[src/rtl/pool_pkg.sv]
// pool_pkg: types and constants shared by the pool window feeder, the
// max-pool unit and their benches.
//   DW        - pixel width in bits
//   GRP       - columns per window
//   WIN_BYTES - pixels per 2-row window
//   state_t   - feeder FSM state encoding
package pool_pkg;
  localparam int DW        = 8;
  localparam int GRP       = 6;
  localparam int WIN_BYTES = 2 * GRP;

  typedef enum logic [1:0] {
    FILL_TOP = 2'd0,
    FILL_BOT = 2'd1,
    EMIT     = 2'd2
  } state_t;
endpackage

[src/rtl/pool_window_feeder_if.sv]
// pool_window_feeder_if: pixel-stream input and window-output bus of the
// feeder.
//   pix_in/pix_valid/pix_ready - raster-order pixel stream (valid/ready)
//   win_data/win_valid         - 2x6 window; byte i = win_data[i*DW +: DW]
//   win_ready                  - pool stage has consumed the window
//   frame_done                 - one-cycle pulse after the last window of a frame
// master = feeder side, slave = the environment (upstream + pool stage).
interface pool_window_feeder_if;
  import pool_pkg::*;

  logic [DW-1:0]           pix_in;
  logic                    pix_valid;
  logic                    pix_ready;
  logic [WIN_BYTES*DW-1:0] win_data;
  logic                    win_valid;
  logic                    win_ready;
  logic                    frame_done;

  modport master (
    input  pix_in, pix_valid, win_ready,
    output pix_ready, win_data, win_valid, frame_done
  );

  modport slave (
    output pix_in, pix_valid, win_ready,
    input  pix_ready, win_data, win_valid, frame_done
  );
endinterface

[src/rtl/pool_line_buffer.sv]
// pool_line_buffer: one feature-map row of pixels.
//   clk   - write clock
//   we    - write enable; waddr/wdata - write port
//   raddr - base column of a GRP-wide read
//   rdata - entries raddr .. raddr+GRP-1, combinational
// The array is not reset: every entry is written during the top-row fill
// before it is ever read.
module pool_line_buffer import pool_pkg::*; #(
  parameter int W = 24,
  localparam int AW = $clog2(W)
) (
  input  logic                   clk,
  input  logic                   we,
  input  logic [AW-1:0]          waddr,
  input  logic [DW-1:0]          wdata,
  input  logic [AW-1:0]          raddr,
  output logic [GRP-1:0][DW-1:0] rdata
);
  logic [DW-1:0] mem [W];

  always_ff @(posedge clk)
    if (we) mem[waddr] <= wdata;

  for (genvar i = 0; i < GRP; i++) begin : g_rd
    assign rdata[i] = mem[raddr + AW'(i)];
  end
endmodule

[src/rtl/pool_window_feeder.sv]
// pool_window_feeder: turns a raster-order pixel stream into 2-row x GRP-column
// windows for the max-pool stage.
//   clk, rst - clock, asynchronous active-high reset
//   bus      - pool_window_feeder_if.master (pixel in, window out, frame_done)
// Even rows go to the line buffer; odd-row pixels are gathered GRP at a time
// and paired with the matching line-buffer slice. Each window is held until
// the pool stage accepts it, with the pixel input stalled meanwhile.
module pool_window_feeder import pool_pkg::*; #(
  parameter int W = 24,
  parameter int H = 24
) (
  input  logic                 clk,
  input  logic                 rst,
  pool_window_feeder_if.master bus
);
  localparam int CW = $clog2(W + 1);
  localparam int RW = $clog2(H / 2 + 1);
  localparam int AW = $clog2(W);

  state_t                        state;
  logic [CW-1:0]                 col;
  logic [RW-1:0]                 rowpair;
  logic [2:0]                    grp_cnt;
  logic [DW-1:0]                 bot_sr [GRP-1];
  logic [GRP-1:0][DW-1:0]        top;
  logic [WIN_BYTES-1:0][DW-1:0]  win_next;
  logic                          pix_ready_q, win_valid_q, frame_done_q;
  logic [WIN_BYTES*DW-1:0]       win_data_q;
  logic                          pix_xfer, win_xfer, lb_we;
  logic [AW-1:0]                 lb_raddr;

  assign pix_xfer = bus.pix_valid && pix_ready_q;
  assign win_xfer = win_valid_q && bus.win_ready;
  assign lb_we    = (state == FILL_TOP) && pix_xfer;
  // col - grp_cnt is the first column of the group being assembled
  assign lb_raddr = AW'(col - CW'(grp_cnt));

  pool_line_buffer #(.W(W)) u_lb (
    .clk   (clk),
    .we    (lb_we),
    .waddr (AW'(col)),
    .wdata (bus.pix_in),
    .raddr (lb_raddr),
    .rdata (top)
  );

  // Window as it will be latched on the 6th bottom-row pixel: the pixel on
  // the bus this cycle is the last bottom byte.
  always_comb begin
    win_next = '0;
    for (int i = 0; i < GRP; i++) win_next[i] = top[i];
    for (int i = 0; i < GRP - 1; i++) win_next[GRP+i] = bot_sr[i];
    win_next[WIN_BYTES-1] = bus.pix_in;
  end

  // Bottom-row staging: data only, no reset needed.
  always_ff @(posedge clk)
    if (state == FILL_BOT && pix_xfer && grp_cnt != 3'(GRP - 1))
      bot_sr[grp_cnt] <= bus.pix_in;

  always_ff @(posedge clk or posedge rst) begin
    if (rst) begin
      state        <= FILL_TOP;
      col          <= '0;
      rowpair      <= '0;
      grp_cnt      <= '0;
      pix_ready_q  <= 1'b0;
      win_valid_q  <= 1'b0;
      win_data_q   <= '0;
      frame_done_q <= 1'b0;
    end else begin
      frame_done_q <= 1'b0;
      case (state)
        FILL_TOP: begin
          pix_ready_q <= 1'b1;
          if (pix_xfer) begin
            if (col == CW'(W - 1)) begin
              col   <= '0;
              state <= FILL_BOT;
            end else begin
              col <= col + 1'b1;
            end
          end
        end
        FILL_BOT: begin
          pix_ready_q <= 1'b1;
          if (pix_xfer) begin
            col     <= col + 1'b1;
            grp_cnt <= grp_cnt + 1'b1;
            if (grp_cnt == 3'(GRP - 1)) begin
              win_data_q  <= win_next;
              win_valid_q <= 1'b1;
              pix_ready_q <= 1'b0;
              state       <= EMIT;
            end
          end
        end
        EMIT: begin
          if (win_xfer) begin
            win_valid_q <= 1'b0;
            grp_cnt     <= '0;
            pix_ready_q <= 1'b1;
            if (col != CW'(W)) begin
              state <= FILL_BOT;
            end else begin
              col   <= '0;
              state <= FILL_TOP;
              if (rowpair == RW'(H / 2 - 1)) begin
                rowpair      <= '0;
                frame_done_q <= 1'b1;
              end else begin
                rowpair <= rowpair + 1'b1;
              end
            end
          end
        end
        default: state <= FILL_TOP;
      endcase
    end
  end

  assign bus.pix_ready  = pix_ready_q;
  assign bus.win_valid  = win_valid_q;
  assign bus.win_data   = win_data_q;
  assign bus.frame_done = frame_done_q;
endmodule

[src/flat_wrapper.sv]
// flat-port wrapper written by rule: the top's interface ports become plain ports
module pool_window_feeder_flat import pool_pkg::*;
#(
  parameter int W = 24,
  parameter int H = 24
)
  (clk, rst, bus_pix_in, bus_pix_valid, bus_win_ready, bus_pix_ready, bus_win_data, bus_win_valid, bus_frame_done);
  pool_window_feeder_if bus_i ();
  input  logic clk;
  input  logic rst;
  input wire logic [$bits(bus_i.pix_in)-1:0] bus_pix_in;
  input wire logic [$bits(bus_i.pix_valid)-1:0] bus_pix_valid;
  input wire logic [$bits(bus_i.win_ready)-1:0] bus_win_ready;
  output wire logic [$bits(bus_i.pix_ready)-1:0] bus_pix_ready;
  output wire logic [$bits(bus_i.win_data)-1:0] bus_win_data;
  output wire logic [$bits(bus_i.win_valid)-1:0] bus_win_valid;
  output wire logic [$bits(bus_i.frame_done)-1:0] bus_frame_done;
  assign bus_i.pix_in = bus_pix_in;
  assign bus_i.pix_valid = bus_pix_valid;
  assign bus_i.win_ready = bus_win_ready;
  assign bus_pix_ready = bus_i.pix_ready;
  assign bus_win_data = bus_i.win_data;
  assign bus_win_valid = bus_i.win_valid;
  assign bus_frame_done = bus_i.frame_done;
  pool_window_feeder #(.W(W), .H(H)) u_core (.clk(clk), .rst(rst), .bus(bus_i));
endmodule
[config.mk]
export PLATFORM = sky130hd
export DESIGN_NAME = pool_window_feeder_flat
export DESIGN_NICKNAME = d
export VERILOG_FILES = /design/src/rtl/pool_pkg.sv /design/src/rtl/pool_window_feeder_if.sv /design/src/rtl/pool_line_buffer.sv /design/src/rtl/pool_window_feeder.sv /design/src/flat_wrapper.sv
export SDC_FILE = /design/constraint.sdc
export NUM_CORES = 1
export LEC_CHECK = 0
export CAP_MARGIN = 0
export CORE_MARGIN = 2
export CORE_UTILIZATION = 45
export DETAILED_ROUTE_END_ITERATION = 7
export SLEW_MARGIN = 20
export SYNTH_ARGS = -nofsm -noshare
export SYNTH_HDL_FRONTEND = slang
export SYNTH_SLANG_ARGS = --single-unit
[constraint.sdc]
create_clock -name clk -period 4.65 [get_ports clk]
set_input_delay 1.1625 -clock clk [delete_from_list [all_inputs] [get_ports clk]]
set_output_delay 1.1625 -clock clk [all_outputs]
set_load 0.01 [all_outputs]
==> run summary, run 1 <==
status -> finished, final reports clean
Worst Path Arrival -> 4.13 ns
WL/cell -> 28.7 µm
Primary FF master, synth -> edfxtp_1
#FFs+latches synth -> 345
RSZ-0062 raised after global routing -> false
max-cap check violation count -> 0
# IOs -> 111
CTS tree -> built
Area growth, synth to finish -> 16.3%
Slowest-stage cell, CP -> or3_1
Slew @ Worst Pin -> 1.12 ns
clk sinks -> 345
largest net degree at the start of global routing -> 111
First DRT Iteration DRCs -> 1495
Yosys warnings -> 0
worst r2r src -> u_core.col[2]
area of the core -> 41700 µm²
post-CTS resize count -> 0
die height -> 209 µm
initial antenna violation count -> 4
minimum hold slack -> 0.436 ns
Rows -> 75
Finished Cell Area -> 22000 µm²
hold buffers post-CTS -> 0
clock tree buffer depth -> 3
Syn Inst Count -> 1328
Setup Viol. Count Final -> 0
Initial DRT Pass Iterations -> 5
buffers added on ports -> 110
vias per inst -> 6.45
hold depth -> 2
register area share after synthesis -> 51.8%
Worst path top cell family by delay -> adder cells
first-pass GRT wire length -> 84600 µm
Mapped Area -> 18900 µm²
Synth area leaders -> edfxtp_1 (37%), mux4_2 (24%), dfrtp_1 (15%)
worst-skew pair later-pin latency -> 0.56 ns
H-tree depth -> 2
r2r worst-path depth -> 11
minimum clock period -> 3.75 ns
GRT Overall Usage -> 26.8%
Critical Path RT -> 5.03 ns
WHS Endpoint -> bus_win_data[75]
worst-path cell chain -> ha_1, nor2_1, a21o_2, xnor2_2, inv_2, ha_1, xnor2_2, buf_4, or3_1, a211oi_1, a211oi_1
Yosys top cell by area -> edfxtp_1
Slew Viols, Final -> 0
DRT Wirelength -> 57600 µm
cts bufs inserted -> 38
fin util -> 52.8%
layout cells sized above 1 -> 24.0%
die width -> 209 µm
Startpoint Class -> flop
relative slew slack -> 25.2%
Post-CTS Setup Repair Bufs -> 0
Clock Tree Root -> clkbuf_16
number of synthesized flops with an enable pin -> 232
Worst R2R Setup Slack -> 0.90 ns
# nets final -> 1468
Cell variety after synth -> 55
vias -> 12900
gpl congestion -> 0.924
CP max FO -> 17
max incr delay on CP -> 0.56 ns
Post-Syn Nets -> 1358
HPWL after detailed placement -> 40700 µm
area of the die -> 43600 µm²
Layout Skew -> 0.0156 ns
clock slew at reported path FFs -> 0.06 ns
final worst-path cycle share -> 80.7%
async set or reset register ratio after synthesis -> 32.8%
Critical Path Sink Type -> flop
syn avg cell area -> 14.2 µm²
fmax -> 267 MHz
Synth top area share -> 36.9%
total grt overflow -> 0
WS Path Type -> flop to flop
ANT nets after route -> 0
setup TNS -> 0 ns
final count of hold timing violations -> 0
vias in the first global route -> 12300
Hold Path Class -> flop to flop
dpl cell area -> 20700 µm²
Buf/Inv on CP -> 2
Initial Utilization -> 45.3%
Reg2Reg Capture Point -> u_core.bus.win_data[17]
hold path startpoint -> u_core.bot_sr[3][3]
Post-route DRC -> 0
logic make-up after synthesis:
group	synth area share, %
and+or+nand+nor	8.72
DFF	51.8
muxes	28.1
AOI/OAI and AO/OA	5.89
buffers and inverters	2.91
adders and majority gates	1.23
xor gates and xnor gates	1.27
tightest hold or removal path, cell delays in order (launching register included):
cell and delay [ns]:
edfxtp_1 0.32, nand2_1 0.04, nand2_1 0.04
layout by cell type (no fill, tap or decap), types with 4 or more instances in the layout:
cell type	n
nand2_1	235
nand3_1	21
buf_4	48
o221ai_1	8
dfrtp_1	113
a211oi_2	8
edfxtp_1	232
o31ai_1	4
buf_12	4
nand4_1	8
xnor2_2	9
mux4_2	200
a211oi_1	31
clkbuf_16	39
o21ai_0	18
nor2b_1	13
o21ai_1	17
mux2_2	12
nor3_1	12
bufinv_16	6
xnor2_1	4
or3_1	4
mux2i_1	64
nor2_1	89
a31oi_1	8
clkbuf_1	10
o22ai_1	16
a221oi_1	16
ha_1	15
a21oi_1	23
clkdlybuf4s50_1	110
inv_1	18
per-stage QoR:
step	setup WS, ns	instances
3_5_place_dp	0.781	1937
4_1_cts	0.926	2004
2_1_floorplan	0.500	1328
3_3_place_gp	0.801	1937
5_1_grt	0.659	2005
6_report	0.898	2005
worst max-delay path by stage:
stage	startpoint	endpoint	slack [ns]	depth (start not counted)
after detailed placement	bus_pix_valid	u_core.bus.win_data[17]	0.78	6
after global placement	bus_pix_valid	u_core.bus.win_data[17]	0.80	6
after global routing	u_core.col[0]	u_core.bus.win_data[15]	0.66	9
final	u_core.col[2]	u_core.bus.win_data[17]	0.90	11
after CTS	u_core.col[0]	u_core.bus.win_data[17]	0.93	12
after floorplan	rst	bus_win_data[48]	0.50	1
cell usage after synthesis (all sizes together) (12+ instances only):
| master | n |
|---|---|
| a211oi | 40 |
| a21oi | 23 |
| a221oi | 16 |
| buf | 55 |
| clkbuf | 37 |
| dfrtp | 113 |
| edfxtp | 232 |
| ha | 17 |
| inv | 22 |
| mux2 | 13 |
| mux2i | 65 |
| mux4 | 200 |
| nand2 | 235 |
| nand3 | 21 |
| nor2 | 90 |
| nor2b | 13 |
| nor3 | 12 |
| o21ai | 35 |
| o22ai | 16 |
| xnor2 | 14 |
routing by layer:
layer / share of wire (%) / vias to the layer above / GRT usage, %
li1: - / 5427 / -
met1: 40 / 6653 / 37.3
met2: 45 / 701 / 39.9
met3: 11 / 138 / 7.62
met4: 4.4 / 4 / 11.1
met5: 0.047 / - / 0.445
registers in the layout, summed over array words and instances, names as in the netlist:
| register | cells |
|---|---|
| bus_win_data | 40 |
| u_core.bot_sr | 40 |
| u_core.bus.frame_done | 1 |
| u_core.bus.pix_ready | 1 |
| u_core.bus.win_data | 56 |
| u_core.bus.win_valid | 1 |
| u_core.col | 5 |
| u_core.grp_cnt | 3 |
| u_core.rowpair | 4 |
| u_core.state | 2 |
| u_core.u_lb.mem | 192 |
layout make-up:
class | count | area [µm²]
antenna | 1 | 2.50
clock buffer | 51 | 1040
clock inverter | 16 | 241
fill | 3489 | 19700
inverter | 22 | 85.1
multi-input combinational | 869 | 8600
sequential | 345 | 9790
tap | 539 | 674
timing repair buffer | 162 | 1540
Power of run 1 is left out: the tool's default activity adds up to more than one toggle a clock period on the data nets, which glitch-free logic cannot reach.
==> run 2, diff against run 1 <==
- clock period: 4.65 -> 3.6 ns (I/O delays scaled with it)
==> run summary, run 2 (synthesis results as in run 1) <==
ANT nets after route -> 0
Layout Skew -> 0.0311 ns
crit path launch -> u_core.col[0]
diode count -> 0
Slew Viols, Final -> 0
buffers added on ports -> 110
largest net degree at the start of global routing -> 66
Slew @ Worst Pin -> 0.813 ns
worst-skew pair later-pin latency -> 0.58 ns
Clock Tree Root -> clkbuf_16
worst r2r src -> u_core.col[0]
die height -> 209 µm
max-cap check violation count -> 0
final worst-path cycle share -> 93.0%
Initial DRT Pass Iterations -> 6
Setup Viol. Count Final -> 0
post-route insts no fill -> 2045
Critical Path Sink Type -> flop
fin util -> 54.0%
Rows -> 75
gpl congestion -> 0.920
# nets final -> 1506
CTS tree -> built
vias -> 13100
vias in the first global route -> 12600
relative slew slack -> 45.6%
Critical Path RT -> 4.07 ns
setup TNS -> 0 ns
first-pass GRT wire length -> 85900 µm
# IOs -> 111
final count of hold timing violations -> 0
DRT Wirelength -> 58100 µm
clock tree buffer depth -> 3
max reg flops -> 192
Post-route DRC -> 0
status -> finished, final reports clean
hold path startpoint -> u_core.bot_sr[4][7]
cts bufs inserted -> 40
clock slew at reported path FFs -> 0.06 ns
placed insts -> 1973
CP max FO -> 6
die width -> 209 µm
Area growth, synth to finish -> 19.2%
WL/cell -> 28.4 µm
Hold Path Class -> flop to flop
clk sinks -> 345
area of the die -> 43600 µm²
H-tree depth -> 2
commonest non-fill, non-tap cell in the layout -> nand2_1
RSZ-0062 raised after global routing -> false
largest reg by FF count -> u_core.u_lb.mem
GRT Overall Usage -> 26.9%
minimum clock period -> 3.35 ns
Initial Utilization -> 45.3%
total grt overflow -> 0
layout cells sized above 1 -> 27.0%
vias per inst -> 6.42
initial antenna violation count -> 0
fmax -> 299 MHz
Startpoint Class -> flop
hold buffers post-CTS -> 0
WS Path Type -> flop to flop
most frequent cells in the layout -> nand2_1 (235), edfxtp_1 (232), mux4_2 (200)
HPWL after detailed placement -> 41000 µm
area of the core -> 41700 µm²
First DRT Iteration DRCs -> 1676
Worst Path Arrival -> 3.82 ns
Post-CTS Setup Repair Bufs -> 0
run 2: cell count changes in the layout (fill, tap and decap cells not counted), moves of 2 or more:
cell | before | now
bufinv_16 | 6 | 8
clkbuf_8 | 2 | 5
inv_6 | 1 | 4
buf_12 | 4 | 9
clkbuf_16 | 39 | 41
nor3_1 | 12 | 10
clkbuf_1 | 10 | 1
clkinv_2 | 2 | 9
buf_4 | 48 | 79
run 2: repair_timing:
item / CTS / global route
resized for setup: 0 / 4
endpoints found under the setup margin: 0 / 11
hold endpoints to repair: 0 / 0
run 2: final timing paths:
check,cells after the start,slack (ns),end
worst min register to register,2,0.43,bus_win_data[87]
worst max register to register,12,0.25,u_core.bus.win_data[25]
max in group asynchronous,3,2.15,u_core.bus.win_data[22]
min in group asynchronous,3,0.77,bus_win_data[83]
worst min-delay path,2,0.43,bus_win_data[87]
worst max-delay path,12,0.25,u_core.bus.win_data[25]
run 2: critical path: stages, from the launching register on:
cell and delay [ns]:
dfrtp_1 0.45, inv_1 0.16, ha_4 0.14, inv_1 0.04, fa_2 0.65, inv_1 0.13, ha_1 0.31, xnor2_1 0.34
buf_4 0.21, nand2_1 0.05, a31oi_1 0.45, a21oi_1 0.09, a221oi_1 0.22
run 2: layout make-up:
cell class,count,area (µm²)
clock buffer,47,1100
clock inverter,25,339
fill,3387,19200
inverter,22,86.3
multi-input combinational,869,8640
sequential,345,9790
tap,539,674
timing repair buffer,198,1870
run 2: layer usage:
| layer | track usage [%] | vias up | share of wire (%) |
|---|---|---|---|
| met1 | 39.2 | 6794 | 42 |
| met5 | 0 | - | 0 |
| met3 | 5.77 | 103 | 9.0 |
| met4 | 10.0 | 0 | 3.7 |
| met2 | 40.2 | 722 | 45 |
| li1 | - | 5502 | - |
run 2: per-stage QoR:
step / setup WS, ns / area (µm²) / hold slack, ns
finish: 0.251 / 22500 / 0.430
detailed placement: 0.128 / 21000 / 0.420
CTS: 0.0954 / 22500 / 0.435
global route: 0.000643 / 22500 / 0.457
global placement: 0.207 / 21000 / 0.417
floorplan: 0.0956 / 18900 / 0.415
Power of run 2 is left out for the same reason.
==> run 3, diff against run 2 <==
--- a/config.mk
+++ b/config.mk
@@ -10,6 +10,8 @@
 export CORE_UTILIZATION = 45
 export DETAILED_ROUTE_END_ITERATION = 7
+export SETUP_SLACK_MARGIN = 0.15
 export SLEW_MARGIN = 20
 export SYNTH_ARGS = -nofsm -noshare
 export SYNTH_HDL_FRONTEND = slang
 export SYNTH_SLANG_ARGS = --single-unit
+export TNS_END_PERCENT = 20
==> constraint.sdc (replaced) <==
create_clock -name clk -period 3.6 [get_ports clk]
set_input_delay 0.54 -clock clk [delete_from_list [all_inputs] [get_ports clk]]
set_output_delay 0.54 -clock clk [all_outputs]
set_load 0.01 [all_outputs]
==> run summary, run 3 (synthesis results as in run 1) <==
status -> finished, final reports clean
clock tree buffer depth -> 3
initial antenna violation count -> 1
Worst Path Arrival -> 3.90 ns
RSZ-0062 raised after global routing -> true
largest reg by FF count -> u_core.u_lb.mem
r2r worst-path depth -> 11
Post-route DRC -> 0
vias -> 13200
hold path startpoint -> u_core.bot_sr[2][2]
Worst R2R Setup Slack -> 0.13 ns
worst-path cell chain -> inv_1, ha_4, inv_1, fa_2, xnor2_2, inv_2, ha_2, xnor2_2, or3_1, a211oi_1, a211oi_1
Critical Path Sink Type -> flop
Fillers -> 3447
CTS tree -> built
Initial Utilization -> 45.3%
Critical Path RT -> 4.03 ns
gpl congestion -> 0.964
hold buffers post-CTS -> 0
worst r2r src -> u_core.col[0]
hold depth -> 2
clk sinks -> 345
GRT Overall Usage -> 27.7%
cts bufs inserted -> 40
final count of hold timing violations -> 0
relative slew slack -> 49.2%
WL/cell -> 29.0 µm
total grt overflow -> 0
Startpoint Class -> flop
max-cap check violation count -> 0
HPWL after detailed placement -> 41400 µm
max reg flops -> 192
Setup Viol. Count Final -> 0
setup TNS -> 0 ns
minimum hold slack -> 0.434 ns
area of the die -> 43600 µm²
Slowest-stage cell, CP -> or3_1
die height -> 209 µm
# IOs -> 111
H-tree depth -> 2
most frequent cells in the layout -> nand2_1 (235), edfxtp_1 (232), mux4_2 (200)
die width -> 209 µm
WS Path Type -> flop to flop
Initial DRT Pass Iterations -> 6
Slew @ Worst Pin -> 0.760 ns
ANT nets after route -> 0
vias in the first global route -> 12900
DRT Wirelength -> 59500 µm
Rows -> 75
fin util -> 54.0%
# nets final -> 1507
Reg2Reg Capture Point -> u_core.bus.win_data[22]
minimum clock period -> 3.47 ns
vias per inst -> 6.45
fmax -> 288 MHz
clock slew at reported path FFs -> 0.06 ns
final worst-path cycle share -> 96.3%
WHS Endpoint -> bus_win_data[66]
worst-skew pair later-pin latency -> 0.58 ns
area of the core -> 41700 µm²
largest net degree at the start of global routing -> 114
crit path launch -> u_core.col[0]
First DRT Iteration DRCs -> 1672
CP max FO -> 8
Layout Skew -> 0.0235 ns
Slew Viols, Final -> 0
Clock Tree Root -> clkbuf_16
buffers added on ports -> 110
first-pass GRT wire length -> 88900 µm
layout cells sized above 1 -> 26.8%
Area growth, synth to finish -> 19.1%
max incr delay on CP -> 0.60 ns
Hold Path Class -> flop to flop
commonest non-fill, non-tap cell in the layout -> nand2_1
==> run 3: timing repair <==
action / 4_1_cts / 5_1_grt
gates cloned: 0 / 1
pin swaps: 0 / 1
buffers inserted: 0 / 5
setup endpoints to repair: 3 / 26
resized for setup: 1 / 5
==> run 3: metal layers <==
layer | track usage, % | part of all wire [%] | vias up
li1 | - | - | 5514
met1 | 40.1 | 41 | 6842
met2 | 41.3 | 45 | 745
met3 | 6.19 | 9.8 | 117
met4 | 10.3 | 3.7 | 0
met5 | 0 | 0 | -
==> run 3: cell type report <==
cell class | instances | area [µm²] | share of cell area (%)
antenna | 1 | 2.50 | 0.0111
sequential | 345 | 9790 | 43.5
inverter | 22 | 86.3 | 0.384
multi-input combinational | 869 | 8650 | 38.4
tap | 539 | 674 | 3.00
timing repair buffer | 199 | 1940 | 8.61
clock buffer | 50 | 1080 | 4.79
clock inverter | 24 | 282 | 1.25
==> run 3: worst max-delay path by stage <==
stage / endpoint / slack, ns / depth (start not counted)
floorplan: u_core.bus.win_data[10] / 0.15 / 16
global placement: u_core.bus.win_data[22] / 0.07 / 10
detailed placement: u_core.bus.win_data[22] / -0.01 / 10
CTS: u_core.bus.win_data[29] / 0.15 / 11
global route: u_core.bus.win_data[22] / 0.01 / 11
finish: u_core.bus.win_data[22] / 0.13 / 11
==> run 3: stage by stage <==
stage | cell area (µm²) | instances | worst slack [ns]
finish | 22500 | 2049 | 0.133
global route | 22500 | 2048 | 0.0105
CTS | 22400 | 2042 | 0.151
detailed placement | 21000 | 1968 | -0.0121
global placement | 21000 | 1968 | 0.0718
floorplan | 18900 | 1328 | 0.155
==> run 3: critical path, delay by kind of cell (launching register included) <==
family	cells	cell delay, ns
flops	1	0.44
xor+xnor	2	0.48
fa+ha+maj	3	0.77
buf+inv	3	0.33
simple gates	1	0.60
compound gates	2	0.70
Power of run 3 is left out for the same reason.
==> variant 1: new RTL, settings of run 1 <==
Change the package constant `DW` from 8 to 6.
--- a/src/rtl/pool_pkg.sv
+++ b/src/rtl/pool_pkg.sv
@@ -6,5 +6,5 @@
 //   state_t   - feeder FSM state encoding
 package pool_pkg;
-  localparam int DW        = 8;
+  localparam int DW        = 6;
   localparam int GRP       = 6;
   localparam int WIN_BYTES = 2 * GRP;
Ports: changed (resized bus_pix_in and bus_win_data); port bits go from 111 to 85. No check against the original RTL was run, so the function may have changed too.
==> variant 1 against run 1 <==
Synthesized area is 22% lower; highest routed layer is now met4; design area shrank 23%; via count fell by 23%; synthesized cell count down 18%; first-iteration DRC count down 22%; setup slack got worse by 180 ps; critical path type unchanged; wire length fell by 28%; critical path depth is 3 higher; sequential cell count shrank 82; cell count down 19%.
Power is left out: the tool's default activity adds up to more than one toggle a clock period on the data nets, which glitch-free logic cannot reach.
==> variant 1: results <==
[timing]
clock_skew_ps = 21.2
tightest_slew_ps = 1150

[drt]
vias = 9941
routed_wl_um = 41200
drt_first_iter_violations = 1162

[layout]
final_layout_size_suffix_gt1_share_pct = 23.1
largest_register = "u_core.u_lb.mem"
nets = 1186
fillers = 2770
largest_reg_flops = 144

[setup_path]
critPathArrivalTime_ps = 4430
rrSetupSlack_ps = 720
r2r_end = "u_core.bus.win_data[35]$_DFFE_PP0P_"
crit_fanout = 23
startpoint_type = "register"
worstRegToRegCells = 14
regToRegStartpoint = "u_core.col[0]$_DFFE_PP0P_"

[global_routing]
track_usage_pct = 24.9
grt_max_degree = 97
antenna_found_initial = 3
grt_pass1_vias = 9673
grt_pass1_wl_um = 62400

[min_path]
min_to = "bus_win_data[56]$_DFFE_PP0P_"
hold_start = "u_core.bot_sr[3][2]$_DFFE_PP_"
whs_path_depth = 2

[synthesis]
synth.distinct_cells = 59
synth_fp_nets = 1113
synth_common_cells = "216 x nand2_1, 174 x edfxtp_1, 145 x mux4_2, 89 x dfrtp_1, 65 x mux2i_1"
async_flop_share_pct = 33.8
synth_edf_count = 174
synth-main-ff-cell = "edfxtp_1"
synth.area.top_cells = "edfxtp_1 36%, mux4_2 22%, dfrtp_1 15%"
yosysSeqAreaShare_pct = 50.8
yosysWarnings = 0

[placement]
dpl.hpwl_um = 28900
io_buffers = 84
gp_congestion = 0.898

[run_status]
status = "finished, final reports clean"

[clock_network]
insertion_delay_ps = 560
clkTransAtPathRegs_ps = 60
cts_resized = 0
numCtsBuffers = 29
htreeDepth = 1
clockBufferDepth = 3
clock-root-buffer = "clkbuf_16"

[floorplan]
initial_core_util_pct = 45.4
[variant 1: changes by cell type in the layout (fill, tap and decap cells not counted), moves of 13 or more]
cell,delta
dfrtp_1,-24
mux2_2,+15
o21ai_0,+13
nor2_1,-27
o21ai_1,-16
nand2_1,-19
o22ai_1,-14
a221oi_1,-16
mux4_2,-55
buf_4,-20
clkdlybuf4s50_1,-28
a21oi_1,+32
edfxtp_1,-58
a211oi_1,-27
[variant 1: area by class of cell]
cell class | count | area [um^2] | area share, %
inverters | 16 | 62.6 | 0.368
multi-input cells | 732 | 6870 | 40.4
repair buffers | 116 | 1130 | 6.64
flip-flops and latches | 263 | 7450 | 43.9
diodes | 1 | 2.50 | 0.0147
well taps | 442 | 553 | 3.26
clock inverters | 17 | 146 | 0.862
clock buffers | 36 | 772 | 4.54
[variant 1: worst max path at each step]
stage	to
floorplan	u_core.bus.win_data[18]$_DFFE_PP0P_
global placement	u_core.bus.win_data[35]$_DFFE_PP0P_
detailed placement	u_core.bus.win_data[35]$_DFFE_PP0P_
CTS	u_core.bus.win_data[35]$_DFFE_PP0P_
global route	u_core.bus.win_data[35]$_DFFE_PP0P_
finish	u_core.bus.win_data[35]$_DFFE_PP0P_
[variant 1: critical path, cell delays in order, from the launching register on]
cell       delay, ps
dfrtp_1          410
inv_1            180
ha_4             160
inv_1             50
fa_2             500
xor2_4           290
buf_4            360
inv_2            100
ha_1             250
and2_1           190
a2111oi_2        390
xor2_1           140
nor2_1           510
a22oi_1          220
nand2_1          110
[variant 1: through the flow]
| stage | setup WS, ps | cell area [um^2] | std cells | hold WS (ps) |
|---|---|---|---|---|
| after floorplan | 465 | 14700 | 1085 | 415 |
| after CTS | 825 | 17000 | 1622 | 440 |
| after global routing | 493 | 17000 | 1622 | 456 |
| final | 719 | 17000 | 1623 | 438 |
| after detailed placement | 851 | 16100 | 1569 | 421 |
| after global placement | 885 | 16000 | 1568 | 419 |
[variant 1: logic make-up after synthesis]
logic type / after synthesis / synth area share [%]
AND/OR/NAND/NOR: 332 / 9.33
flip-flops: 263 / 50.8
multiplexers: 237 / 28.7
AO/OA/AOI/OAI: 129 / 5.20
buffers and inverters: 90 / 2.80
adder cells (fa/ha/maj): 18 / 1.59
XOR/XNOR: 16 / 1.57
[variant 1: routing by layer]
layer  track usage [%]  routed length [um]
met5                 0                   0
met3              5.22                3530
met4              7.81                1330
met2              38.3               19000
met1              35.6               17400
==> variant 2: new RTL, settings of run 1 <==
Made on the original files. Re-encode `state_t` (3 states) as one-hot, 3 bits wide.
--- a/src/rtl/pool_pkg.sv
+++ b/src/rtl/pool_pkg.sv
@@ -10,8 +10,8 @@
   localparam int WIN_BYTES = 2 * GRP;
 
-  typedef enum logic [1:0] {
-    FILL_TOP = 2'd0,
-    FILL_BOT = 2'd1,
-    EMIT     = 2'd2
+  typedef enum logic [2:0] {
+    FILL_TOP = 3'b001,
+    FILL_BOT = 3'b010,
+    EMIT     = 3'b100
   } state_t;
 endpackage
Function: same outputs for any inputs over 4 cycles, from zero or initial values and one cycle with rst high; so few cycles prove little.
==> variant 2 against run 1 <==
Count of clock-buffer cells in the layout is 3 lower; synthesized area is 0.41% higher; wire length is 0.24% lower; sequential cell count is 1 higher; critical endpoint is now u_core.bus.win_data[40]$_DFFE_PP0P_; design area is 1.3% higher; maximum frequency is 3.9% lower; cell count is 1.3% higher; non-clock buffer count is 10 higher; setup slack worse by 150 ps.
==> variant 2: results <==
[synthesis]
synth.area.top_cells = "edfxtp_1 37%, mux4_2 24%, dfrtp_1 15%"
synth_xor_area_share_pct = 1.15
synth_edf_count = 232
synth_fp_nets = 1366
async_flop_share_pct = 32.9
synth.distinct_cells = 57
avgSynthCellArea_um2 = 14.2
synthAdderAreaFrac_pct = 0.963
yosys-mux-area-fraction_pct = 28.8
yosysSeqAreaShare_pct = 51.8
synth_compound_area_share_pct = 5.90
synth_common_cells = "267 x nand2_1, 232 x edfxtp_1, 206 x mux4_2, 113 x dfrtp_1, 69 x mux2i_1"

[layout]
fillers = 3444
largest_register = "u_core.u_lb.mem"
final_layout_size_suffix_gt1_share_pct = 25.2
diodes = 0
nets = 1486

[drt]
drc = 0
drt_first_iter_violations = 1488
wl_per_cell_um = 28.3
vias = 12898
routed_wl_um = 57500
drtPass1Iterations = 7

[placement]
place_inst = 1957
gp_congestion = 0.882
placed_area_um2 = 20900
dpl.hpwl_um = 39000
dp_slack_ps = 722

[setup_path]
max_stage_delay_ps = 680
critical-path-slowest-cell = "fa_4"
rrSetupSlack_ps = 740
crit_start = "u_core.col[0]$_DFFE_PP0P_"
crit_fanout = 48
critPathArrivalTime_ps = 4350
critPathCapture = "u_core.bus.win_data[40]$_DFFE_PP0P_"
worstRegToRegCells = 9

[timing]
clock_skew_ps = 35.1
slew_headroom_pct = 41.8
final.setup.worst_slack_ps = 744

[global_routing]
grt_max_degree = 89
antenna_found_initial = 2
track_usage_pct = 26.8
grt_pass1_wl_um = 84600

[clock_network]
insertion_delay_ps = 590
numCtsBuffers = 40

[run_status]
status = "finished, final reports clean"
-- variant 2: cell types whose count changed after synthesis, moves of 15 or more --
cell / run 1 / this run
a22oi_1: 0 / 18
o21ai_0: 18 / 62
a221oi_1: 16 / 1
nand2_1: 235 / 267
nor2_1: 90 / 53
o21ai_1: 17 / 0
a211o_1: 0 / 17
-- variant 2: worst register-to-register path, delay by kind of cell (launching register included) --
kind | cells | cell delay, ps
buf+inv | 3 | 540
mux | 3 | 1400
flops | 1 | 420
fa+ha+maj | 3 | 1430
-- variant 2: routing by layer --
metal	wire, um	vias up	track usage, %
li1	-	5493	-
met1	22100	6631	35.8
met5	0	-	0
met2	27100	662	41.7
met3	5830	112	7.09
met4	2460	0	11.5
-- variant 2: where the power goes --
group	total [mW]	leakage (nW)	internal, mW	switching (mW)
Combinational	7.29	3.87	3.11	4.18
Clock	3.30	0.680	1.95	1.35
Sequential	3.56	3.67	3.42	0.139
Total	14.2	8.21	8.49	5.67
-- variant 2: metrics by stage --
stage	util, %	hold slack, ps
after floorplan	-	415
after CTS	53.3	440
after global routing	53.3	450
after global placement	50.0	418
after detailed placement	50.0	423
final	53.3	435
-- variant 2: cell type report --
| cell class | count | share of cell area, % |
|---|---|---|
| Clock buffer | 48 | 4.81 |
| Timing Repair Buffer | 172 | 7.15 |
| Tap cell | 539 | 3.03 |
| Sequential cell | 346 | 44.1 |
| Inverter | 13 | 0.242 |
| Clock inverter | 26 | 1.43 |
| Multi-Input combinational cell | 887 | 39.2 |
-- variant 2: cells by family (layout without fill, tap and decap cells) --
group	count (synthesis)	after routing
simple gates	399	399
flops	346	346
mux	286	286
compound gates	173	173
buf+inv	107	259
xor+xnor	15	15
fa+ha+maj	14	14
-- variant 2: worst min path at each step --
stage	start	to	slack, ps	cells after the start
4_1_cts	u_core.bot_sr[1][0]$_DFFE_PP_	bus_win_data[56]$_DFFE_PP0P_	440	2
3_5_place_dp	u_core.bot_sr[2][6]$_DFFE_PP_	bus_win_data[70]$_DFFE_PP0P_	420	2
3_3_place_gp	u_core.bot_sr[0][2]$_DFFE_PP_	bus_win_data[50]$_DFFE_PP0P_	420	2
5_1_grt	u_core.bot_sr[0][2]$_DFFE_PP_	bus_win_data[50]$_DFFE_PP0P_	450	2
6_report	u_core.bot_sr[1][0]$_DFFE_PP_	bus_win_data[56]$_DFFE_PP0P_	440	2
2_1_floorplan	u_core.bot_sr[0][0]$_DFFE_PP_	bus_win_data[48]$_DFFE_PP0P_	410	2
